$ cat config.mk
export PLATFORM = sky130hd
export DESIGN_NAME = acb_ctrl_flat
export DESIGN_NICKNAME = d
export VERILOG_FILES = /design/src/rtl/acb_ctrl_if.sv /design/src/rtl/acb_ctrl.sv /design/src/flat_wrapper.sv
export SDC_FILE = /design/constraint.sdc
export NUM_CORES = 1
export LEC_CHECK = 0
export ABC_AREA = 1
export CAP_MARGIN = 20
export CORE_AREA = 2 2 390 392
export CTS_CLUSTER_SIZE = 25
export DETAILED_ROUTE_END_ITERATION = 12
export DIE_AREA = 0 0 392 394
export GPL_ROUTABILITY_DRIVEN = 1
export PLACE_DENSITY = 0.44
export SETUP_SLACK_MARGIN = 0.5
export SYNTH_ARGS = -nofsm -noshare
export SYNTH_HDL_FRONTEND = slang
export SYNTH_SLANG_ARGS = --single-unit
$ cat constraint.sdc
create_clock -name clk -period 2.8 [get_ports clk]
set_input_delay 0.56 -clock clk [delete_from_list [all_inputs] [get_ports clk]]
set_output_delay 0.56 -clock clk [all_outputs]
set_load 0.1 [all_outputs]
$ cat src/rtl/acb_ctrl_if.sv
// -----------------------------------------------------------------------------
// acb_ctrl_if
//   Bundles the host request/response handshake and the arithmetic-core
//   command/result signals of acb_ctrl into one interface.
//
//   Parameter:
//     W  operand/result width (GF(2^163) element by default)
//
//   Modports:
//     slave   controller view (acb_ctrl): consumes requests and the core
//             result, and produces responses and core commands.
//     master  environment view (host plus arithmetic core).
//
//   Signals:
//     req_valid/req_ready/req_op/req_a/req_b  host request channel
//     rsp_valid/rsp_ready/rsp_data/rsp_err    host response channel
//     acb_enable/acb_configuration/acb_a/acb_b  commands to the core
//     acb_c/acb_done                          result from the core
// -----------------------------------------------------------------------------
interface acb_ctrl_if #(
   parameter int W = 163
);
   logic         req_valid;
   logic         req_ready;
   logic         req_op;
   logic [W-1:0] req_a;
   logic [W-1:0] req_b;

   logic         rsp_valid;
   logic         rsp_ready;
   logic [W-1:0] rsp_data;
   logic         rsp_err;

   logic         acb_enable;
   logic         acb_configuration;
   logic [W-1:0] acb_a;
   logic [W-1:0] acb_b;
   logic [W-1:0] acb_c;
   logic         acb_done;

   modport slave (
      input  req_valid, req_op, req_a, req_b, rsp_ready, acb_c, acb_done,
      output req_ready, rsp_valid, rsp_data, rsp_err,
             acb_enable, acb_configuration, acb_a, acb_b
   );

   modport master (
      output req_valid, req_op, req_a, req_b, rsp_ready, acb_c, acb_done,
      input  req_ready, rsp_valid, rsp_data, rsp_err,
             acb_enable, acb_configuration, acb_a, acb_b
   );
endinterface

$ cat src/rtl/acb_ctrl.sv
// -----------------------------------------------------------------------------
// acb_ctrl
//   Sequencing controller between a host and a GF(2^163) arithmetic core.
//   A request is accepted in IDLE, its operands and mode are latched and held
//   on the core inputs, the core is started with a one-cycle acb_enable pulse,
//   and the controller waits in BUSY for acb_done. The core result is
//   captured and offered to the host until rsp_ready is seen.
//
//   Parameters:
//     W               operand/result width
//     TIMEOUT_CYCLES  maximum BUSY cycles before abort (timeout build only)
//
//   Ports:
//     clk   single clock, all state updates on the rising edge
//     rst   asynchronous, active-low reset
//     bus   acb_ctrl_if.slave (host request/response plus core command/result)
//
//   Optional feature:
//     ACB_CTRL_TIMEOUT_EN  when defined, a BUSY-cycle counter aborts an
//                          operation after TIMEOUT_CYCLES cycles without
//                          acb_done, returning rsp_data=0 with rsp_err=1.
//                          When undefined, rsp_err is tied low and BUSY waits
//                          indefinitely.
// -----------------------------------------------------------------------------
module acb_ctrl #(
   parameter int W              = 163,
   parameter int TIMEOUT_CYCLES = 255
) (
   input  logic        clk,
   input  logic        rst,
   acb_ctrl_if.slave   bus
);

   localparam logic [1:0] IDLE  = 2'd0;
   localparam logic [1:0] START = 2'd1;
   localparam logic [1:0] BUSY  = 2'd2;
   localparam logic [1:0] RESP  = 2'd3;

   logic [1:0]   state;
   logic [W-1:0] a_q;
   logic [W-1:0] b_q;
   logic         op_q;
   logic [W-1:0] data_q;
   logic         timeout_hit;

`ifdef ACB_CTRL_TIMEOUT_EN
   localparam int CNT_W = $clog2(TIMEOUT_CYCLES + 1);

   logic [CNT_W-1:0] to_cnt;
   logic             err_q;

   // Last permitted BUSY cycle without acb_done; acb_done in that same cycle
   // still wins because it is excluded here.
   assign timeout_hit = (state == BUSY) && !bus.acb_done &&
                        (to_cnt == CNT_W'(TIMEOUT_CYCLES - 1));

   always_ff @(posedge clk or negedge rst) begin
      if (!rst) begin
         to_cnt <= '0;
         err_q  <= 1'b0;
      end else begin
         // START is always followed by BUSY, so clearing here restarts the
         // count for every operation.
         if (state == START) begin
            to_cnt <= '0;
         end else if ((state == BUSY) && !bus.acb_done) begin
            to_cnt <= to_cnt + CNT_W'(1);
         end

         if (state == BUSY) begin
            if (bus.acb_done) begin
               err_q <= 1'b0;
            end else if (timeout_hit) begin
               err_q <= 1'b1;
            end
         end
      end
   end

   assign bus.rsp_err = err_q;
`else
   assign timeout_hit = 1'b0;
   // No abort path exists in this build, so the error flag is constant low.
   assign bus.rsp_err = 1'b0 & (TIMEOUT_CYCLES == 0);
`endif

   always_ff @(posedge clk or negedge rst) begin
      if (!rst) begin
         state  <= IDLE;
         a_q    <= '0;
         b_q    <= '0;
         op_q   <= 1'b0;
         data_q <= '0;
      end else begin
         case (state)
            IDLE: begin
               if (bus.req_valid) begin
                  a_q   <= bus.req_a;
                  b_q   <= bus.req_b;
                  op_q  <= bus.req_op;
                  state <= START;
               end
            end
            START: begin
               state <= BUSY;
            end
            BUSY: begin
               // acb_done is only looked at here; a level left high by the
               // core in any other state has no effect.
               if (bus.acb_done) begin
                  data_q <= bus.acb_c;
                  state  <= RESP;
               end else if (timeout_hit) begin
                  data_q <= '0;
                  state  <= RESP;
               end
            end
            RESP: begin
               if (bus.rsp_ready) begin
                  state <= IDLE;
               end
            end
            default: begin
               state <= IDLE;
            end
         endcase
      end
   end

   assign bus.req_ready         = (state == IDLE);
   assign bus.acb_enable        = (state == START);
   assign bus.rsp_valid         = (state == RESP);
   assign bus.rsp_data          = data_q;
   assign bus.acb_a             = a_q;
   assign bus.acb_b             = b_q;
   assign bus.acb_configuration = op_q;

endmodule
$ cat src/flat_wrapper.sv
// flat-port wrapper written by rule: the top's interface ports become plain ports
module acb_ctrl_flat 
#(
   parameter int W              = 163,
   parameter int TIMEOUT_CYCLES = 255
)
  (clk, rst, bus_req_valid, bus_req_op, bus_req_a, bus_req_b, bus_rsp_ready, bus_acb_c, bus_acb_done, bus_req_ready, bus_rsp_valid, bus_rsp_data, bus_rsp_err, bus_acb_enable, bus_acb_configuration, bus_acb_a, bus_acb_b);
  acb_ctrl_if #(.W(W)) bus_i ();
  input  logic clk;
  input  logic rst;
  input wire logic [$bits(bus_i.req_valid)-1:0] bus_req_valid;
  input wire logic [$bits(bus_i.req_op)-1:0] bus_req_op;
  input wire logic [$bits(bus_i.req_a)-1:0] bus_req_a;
  input wire logic [$bits(bus_i.req_b)-1:0] bus_req_b;
  input wire logic [$bits(bus_i.rsp_ready)-1:0] bus_rsp_ready;
  input wire logic [$bits(bus_i.acb_c)-1:0] bus_acb_c;
  input wire logic [$bits(bus_i.acb_done)-1:0] bus_acb_done;
  output wire logic [$bits(bus_i.req_ready)-1:0] bus_req_ready;
  output wire logic [$bits(bus_i.rsp_valid)-1:0] bus_rsp_valid;
  output wire logic [$bits(bus_i.rsp_data)-1:0] bus_rsp_data;
  output wire logic [$bits(bus_i.rsp_err)-1:0] bus_rsp_err;
  output wire logic [$bits(bus_i.acb_enable)-1:0] bus_acb_enable;
  output wire logic [$bits(bus_i.acb_configuration)-1:0] bus_acb_configuration;
  output wire logic [$bits(bus_i.acb_a)-1:0] bus_acb_a;
  output wire logic [$bits(bus_i.acb_b)-1:0] bus_acb_b;
  assign bus_i.req_valid = bus_req_valid;
  assign bus_i.req_op = bus_req_op;
  assign bus_i.req_a = bus_req_a;
  assign bus_i.req_b = bus_req_b;
  assign bus_i.rsp_ready = bus_rsp_ready;
  assign bus_i.acb_c = bus_acb_c;
  assign bus_i.acb_done = bus_acb_done;
  assign bus_req_ready = bus_i.req_ready;
  assign bus_rsp_valid = bus_i.rsp_valid;
  assign bus_rsp_data = bus_i.rsp_data;
  assign bus_rsp_err = bus_i.rsp_err;
  assign bus_acb_enable = bus_i.acb_enable;
  assign bus_acb_configuration = bus_i.acb_configuration;
  assign bus_acb_a = bus_i.acb_a;
  assign bus_acb_b = bus_i.acb_b;
  acb_ctrl #(.W(W), .TIMEOUT_CYCLES(TIMEOUT_CYCLES)) u_core (.clk(clk), .rst(rst), .bus(bus_i));
endmodule
==> Word level (Yosys, flattened, before mapping) <==
Cells that the tools add are included.
{ "op_classes": {"eq_ne": 6, "n_mux": 4, "reduce_logical": 4} }
{ "op_table": {"columns": ["operator", "n"], "rows": [
  ["$pmux W2 S4", 1],
  ["$mux W2", 3],
  ["$ne A2 B2 Y1 const B", 3],
  ["$eq A2 B2 Y1 const B", 2],
  ["$reduce_and A2 Y1", 2],
  ["$reduce_and A3 Y1", 1],
  ["$eq A2 B1 Y1 const B", 1],
  ["$logic_not A2 Y1", 1]
]} }
{ "totals": {"reg_bits": 492, "input_bits": 495, "out_inout_bits": 494, "word_cells": 19} }

==> Longest topological paths before layout <==
Gate-level depths: netlist of run 1.
{ "logic_depth": {"depth_word": 3, "depth_mapped": 9, "ltp_nobuf": 6} }

==> Worst setup path after synthesis of run 1 <==
Ideal clock, no wire load.
{ "synth_timing": {"path_type": "register -> register", "start": "reg u_core.state[0]", "end": "reg u_core.b_q[100], in the netlist u_core.bus.acb_b[100]", "setup_ns": 0.122, "arrival_ns": 2.132, "required_ns": 2.678, "path_slack_ns": 0.546, "path_stages_with_launch": 10, "path_buffers": 4, "period_less_slack_ns": 2.254, "cell_sequence": "dfrtp_1 inv_1 ha_1 buf_2 nand2_2 buf_4 buf_6 buf_6 nand2_1 nand2_1"} }
{ "synth_between": {"elab_chain_cells": 2} }
{ "synth_rtl": {"columns": ["element", "line", "source"], "rows": [
  ["start: declaration", "acb_ctrl.sv:39", "logic [1:0] state;"],
  ["start signal: assignment", "acb_ctrl.sv:89", "state <= IDLE;"],
  ["start signal: assignment", "acb_ctrl.sv:101", "state <= START;"],
  ["start signal: assignment", "acb_ctrl.sv:105", "state <= BUSY;"],
  ["$logic_not A2 Y1", null, null],
  ["net bus_req_ready", "flat_wrapper.sv:18", "output wire logic [$bits(bus_i.req_ready)-1:0] bus_req_ready;"],
  ["$reduce_and A2 Y1 (no line)", null, null],
  ["end signal: assignment", "acb_ctrl.sv:99", "b_q <= bus.req_b;"],
  ["end: declaration", "acb_ctrl.sv:41", "logic [W-1:0] b_q;"]
]} }
The timed path passes the listed nets, and every way through them passes these cells.
A chain may end at the register's enable or synchronous reset.

==> Worst setup path in the final report of run 1 <==
{ "layout_timing": {"start": "reg u_core.state[1]", "end": "out bus_req_ready"} }
{ "layout_between": {"elab_chain_cells": 1} }
{ "layout_rtl": {"columns": ["element", "line", "source"], "rows": [
  ["$logic_not A2 Y1", "acb_ctrl.sv:130", "assign bus.req_ready = (state == IDLE);"],
  ["end: declaration", "flat_wrapper.sv:18", null]
]} }
No other way between the ends.

==> results of run 1 <==
layer usage:
| layer | part of all wire | up-vias |
|---|---|---|
| met5 | 0.0011 | - |
| met4 | 0.029 | 18 |
| met3 | 0.078 | 130 |
| met2 | 0.49 | 625 |
| met1 | 0.40 | 9033 |
| li1 | - | 8809 |
logic make-up (layout without fill, tap and decap cells):
family,Yosys count,count (layout),synth area share
AND/OR/NAND/NOR,1483,1483,0.3181
flip-flops,492,492,0.6326
buffers and inverters,172,1170,0.04661
adder cells (fa/ha/maj),4,4,0.002571
other,1,7,0.0001927
layout by cell type, fill, tap and decap left out, drive strengths merged:
master           n
buf            562
bufinv           4
clkbuf          93
clkdlybuf4s50  491
clkinv           7
clkinvlp         2
conb             1
dfrtp          492
diode            6
dlygate4sd3      1
ha               4
inv             10
nand2          990
nand3          491
nand4            2
stage by stage:
stage / setup WS, ns / hold WS (ns)
6_report: 0.5894 / 0.2659
3_3_place_gp: 0.7447 / 0.4547
2_1_floorplan: 0.5458 / 0.2644
4_1_cts: 0.4629 / 0.1843
5_1_grt: 0.4984 / 0.2187
3_5_place_dp: 0.6998 / 0.4593
path summary, 6_finish.rpt:
kind | start | to | slack, ns | cells after the start
max in group asynchronous | rst | u_core.bus.acb_a[24] | 1.53 | 4
hold / removal | bus_acb_done | u_core.bus.rsp_data[161] | 0.27 | 3
hold reg to reg | u_core.bus.acb_b[135] | u_core.bus.acb_b[135] | 0.47 | 2
min in group asynchronous | rst | u_core.bus.rsp_data[97] | 0.47 | 2
setup reg to reg | u_core.state[0] | u_core.bus.rsp_data[86] | 0.70 | 6
setup / recovery | u_core.state[1] | bus_req_ready | 0.59 | 4
final cells by class:
| class | count | area share |
|---|---|---|
| Sequential cell | 492 | 0.3772 |
| Inverter | 7 | 0.0008048 |
| Clock buffer | 93 | 0.05411 |
| Multi-Input combinational cell | 1488 | 0.1929 |
| Antenna cell | 6 | 0.0004599 |
| Tap cell | 2030 | 0.07780 |
| Clock inverter | 16 | 0.006477 |
| Timing Repair Buffer | 1054 | 0.2903 |
worst min-delay path, cell delays in order:
cell,delay (ns)
buf_6,0.18
nand3_1,0.10
nand2_1,0.05
timing repair:
item                       CTS  global route
hold endpoints to repair    25             0
setup endpoints to repair    3             1
buffers inserted             1             4
pin swaps                    1             0
gates resized for setup      4             2
hold buffers                 1             0
registers in the layout (all words and copies together) (netlist names):
signal	cells
u_core.bus.acb_configuration	1
u_core.bus.acb_b	163
u_core.state	2
u_core.bus.acb_a	163
u_core.bus.rsp_data	163
==> flow_summary.toml, run 1 <==
[run_status]
status = "finished clean"

[timing]
fmax_mhz = 452.4
rsz0062_at_grt = "no"
finalHoldViolations = 0
fin_crit_ns = 2.211
relSlewSlack = 0.5786
finalSetupViolCount = 0
tns_ns = 0
clock_skew_ns = 0.02383
slew_viol_final = 0
final.period_utilization = 0.7895
worstMarginPinSlew_ns = 0.6321

[yosys]
postSynthAreaPerCell_sq_um = 9.044
synth_seq_cells = 492
syn_inst = 2152
synth.most_common_cell = "nand2_1"
yosys_warnings = 0
synth_ff_type = "dfrtp_1"
synth_area_leaders = "dfrtp_1 (63%), nand2_1 (19%), nand3_1 (13%)"
synth_top_area_cell = "dfrtp_1"
synthArstFlopShare = 1.000
synth_edf_count = 0
synth_top_area_frac = 0.6326
synth_area_sq_um = 19460
syn-num-nets = 2651
synthTopCellsByCount = "nand2_1 (988), dfrtp_1 (492), nand3_1 (491)"
yosysUniqueCellTypes = 13
seq_area_frac_synth = 0.6326

[worst_setup_path]
worstPathCellList = "inv_2, ha_4, buf_12, buf_16"
cp.buffers_inverters = 3
crit_family = "flip-flops"
critical_path_class = "flop to output port"
crit_required_ns = 2.24
end_kind = "output port"
cp_max_fo = 8
worst_setup_path_start_kind = "flop"
cp.arrival_ns = 1.65
cpPeakStageDelay_ns = 0.44
cp_slowest_cell = "dfrtp_2"

[route]
drt-vias-per-instance = 3.589
drc = 0
first_iter_violations = 1056
vias = 18620
wl_um = 101400
wire_per_inst_um = 19.56
dr.pass1.iters = 5
antenna_left = 0

[grt]
antenna_found_initial = 22
grt_use_met1 = 0.1487
grt_usage = 0.1259
met2_usage = 0.2152
grt_use_met3 = 0.03952
grt_max_degree = 130
grt_pass1_vias = 18940
busiest_layer = "met2"
gr-total-overflow = 0
grt_pass1_wl_um = 141000

[floorplan]
dieHeight_um = 394
die_x_um = 392
start_util = 0.1292
dieArea_sq_um = 154400
coreArea_sq_um = 150700
row_count = 143
io_pins = 989

[placed_design]
port-buffer-count = 987
post_dp_cell_area_sq_um = 30590
hpwl_um = 77700
dp_cells = 5065
gp_congestion = 0.8241

[cts]
clock-root-buffer = "clkbuf_16"
clock_latency_ns = 0.67
cts_buffer_depth = 3
path_clk_slew_ns = 0.06
h-tree-depth = 2
cts_made_buffers = 61
cts_tree = "done"
clock_sinks = 492

[final_layout]
fill_cells = 16720
utilization = 0.2167
final-seq-area_sq_um = 12310
syn_to_final_growth_pct = 67.74
multi_input_area_sq_um = 6297
instances_no_fill = 5186
drive_gt1_frac = 0.2089
nNetsFinal = 3603
design_area_sq_um = 32650

[min_path]
hp-class = "input pin to flop"

[flow_run]
cap_violations = 0
Power of run 1 is not shown: default switching activity piles up to over one toggle a cycle in this logic, so the estimate is an artifact.
==> run 2: changes to the inputs <==
--- a/config.mk
+++ b/config.mk
@@ -7,12 +7,12 @@
 export LEC_CHECK = 0
 export ABC_AREA = 1
 export CAP_MARGIN = 20
-export CORE_AREA = 2 2 390 392
+export CORE_AREA = 2 2 388 390
 export CTS_CLUSTER_SIZE = 25
 export DETAILED_ROUTE_END_ITERATION = 12
-export DIE_AREA = 0 0 392 394
+export DIE_AREA = 0 0 390 392
 export GPL_ROUTABILITY_DRIVEN = 1
-export PLACE_DENSITY = 0.44
+export PLACE_DENSITY = 0.45
 export SETUP_SLACK_MARGIN = 0.5
 export SYNTH_ARGS = -nofsm -noshare
 export SYNTH_HDL_FRONTEND = slang
==> constraint.sdc (replaced) <==
create_clock -name clk -period 2 [get_ports clk]
set_input_delay 0.4 -clock clk [delete_from_list [all_inputs] [get_ports clk]]
set_output_delay 0.4 -clock clk [all_outputs]
set_load 0.1 [all_outputs]
==> run 2 against run 1 <==
Against the previous run:
- the run now ends with setup timing left
- non-clock buffer count up 165
- hold slack worse by 0.13 ns
- first-iteration DRC count down 22%
- critical path type unchanged
- largest cell class is now buffers
==> flow_summary.toml, run 2 (synthesized netlist as in run 1, its figures left out) <==
[cts]
cts_buffer_depth = 3
clock_latency_ns = 0.64
clock-root-buffer = "clkbuf_16"
clock_sinks = 492
cts_tree = "done"
cts_made_buffers = 67
path_clk_slew_ns = 0.06
h-tree-depth = 3

[worst_setup_path]
crit_start = "u_core.state[1]"
crit_required_ns = 1.60
worst_setup_path_start_kind = "flop"
reg2reg_setup_slack_ns = 0.04
reg2reg_from = "u_core.state[0]"
cp_max_fo = 2
critical_path_class = "flop to output port"
ff2ff_path_depth = 13
cp.arrival_ns = 1.63
r2r-end = "u_core.bus.acb_a[87]"
end_kind = "output port"

[floorplan]
io_pins = 989
dieArea_sq_um = 152900
row_count = 142
start_util = 0.1307
coreArea_sq_um = 148900
die_x_um = 390
dieHeight_um = 392

[final_layout]
final_common_cell = "nand2_1"
nNetsFinal = 3779
syn_to_final_growth_pct = 110.1
final-seq-area_sq_um = 12350
design_area_sq_um = 40890
fill_cells = 15680
drive_gt1_frac = 0.4031
multi_input_area_sq_um = 8501
layout_common_cells = "nand2_1 (612), clkdlybuf4s50_1 (491), dfrtp_1 (462), nand3_1 (397), buf_4 (345)"
utilization = 0.2746

[timing]
slew_viol_final = 0
fmax_mhz = 493.3
finalSetupViolCount = 3
clock_skew_ns = 0.01790
fin_crit_ns = 2.027
rsz0062_at_grt = "yes"
finalHoldViolations = 0
final.period_utilization = 1.014
finalWorstSetupSlack_ns = -0.02726

[grt]
grt_pass1_wl_um = 146000
grt_usage = 0.1311
grt_pass1_vias = 19520
antenna_found_initial = 16
grt_max_degree = 63
gr-total-overflow = 0

[route]
dr.pass1.iters = 5
drc = 0
first_iter_violations = 827
wl_um = 111800
vias = 19840
drt-vias-per-instance = 3.758
antenna_left = 0
wire_per_inst_um = 21.17

[min_path]
min_path_cells = 3
min_to = "u_core.bus.rsp_data[66]"
worstHoldStart = "bus_acb_done"
hp-class = "input pin to flop"

[placed_design]
port-buffer-count = 987
post_dp_cell_area_sq_um = 31530
gp_congestion = 0.8161
hpwl_um = 76920

[flow_run]
cap_violations = 0

[run_status]
failed_checks = "setup timing"
status = "finished, violations left"
[run 2: cell types whose count changed in the layout (fill, tap and decap cells not counted), moves of 22 or more]
cell,delta
nand2_1,-376
nand2_2,+260
buf_12,+244
buf_4,-188
nand2_4,+117
nand3_1,-94
nand3_2,+80
clkbuf_16,+50
buf_16,+30
dfrtp_1,-29
dfrtp_2,+29
buf_8,+22
[run 2: repair_timing]
item                       4_1_cts  5_1_grt
setup buffers                   49       11
hold buffers                     1        0
hold endpoints to repair       171        0
gates resized for setup        679      594
cloned                          20       56
setup endpoints to repair      967      975
pin swaps                       33       72
[run 2: worst max path at each step]
stage,to,slack [ns]
floorplan,u_core.state[1],0.32
CTS,bus_acb_enable,-0.18
global route,bus_acb_enable,-0.16
finish,bus_acb_enable,-0.03
global placement,u_core.bus.acb_a[145],0.25
detailed placement,u_core.bus.acb_a[64],0.19
[run 2: critical path, stage by stage, from the launching register on]
cell,delay [ns]
dfrtp_2,0.43
inv_4,0.08
ha_4,0.15
buf_8,0.13
buf_12,0.18
[run 2: area by class of cell]
cell class                 count  share of cell area
timing repair buffer        1219              0.3752
sequential                   492              0.3020
clock buffer                 100             0.04798
inverter                       7           0.0007650
antenna                        2           0.0001224
multi-input combinational   1493              0.2079
clock inverter                21            0.006579
tap                         1944             0.05948
[run 2: through the flow]
stage	hold WS (ns)	std cells	worst slack [ns]	setup TNS, ns
after floorplan	0.1044	2152	0.3186	0
after global placement	0.3113	5018	0.2529	0
after detailed placement	0.3084	5018	0.1942	0
after CTS	0.05719	5209	-0.1762	-0.4677
after global routing	0.09508	5278	-0.1587	-0.7944
final	0.1345	5278	-0.02726	-0.06223
[run 2: layer usage]
layer,global-route usage,up-vias,wire length (um)
met1,0.1573,9820,45110
met5,0,-,124
met3,0.03793,142,7348
met2,0.2295,646,56780
li1,-,9209,-
met4,0.03096,20,2394
Power of run 2 is left out for the same reason.
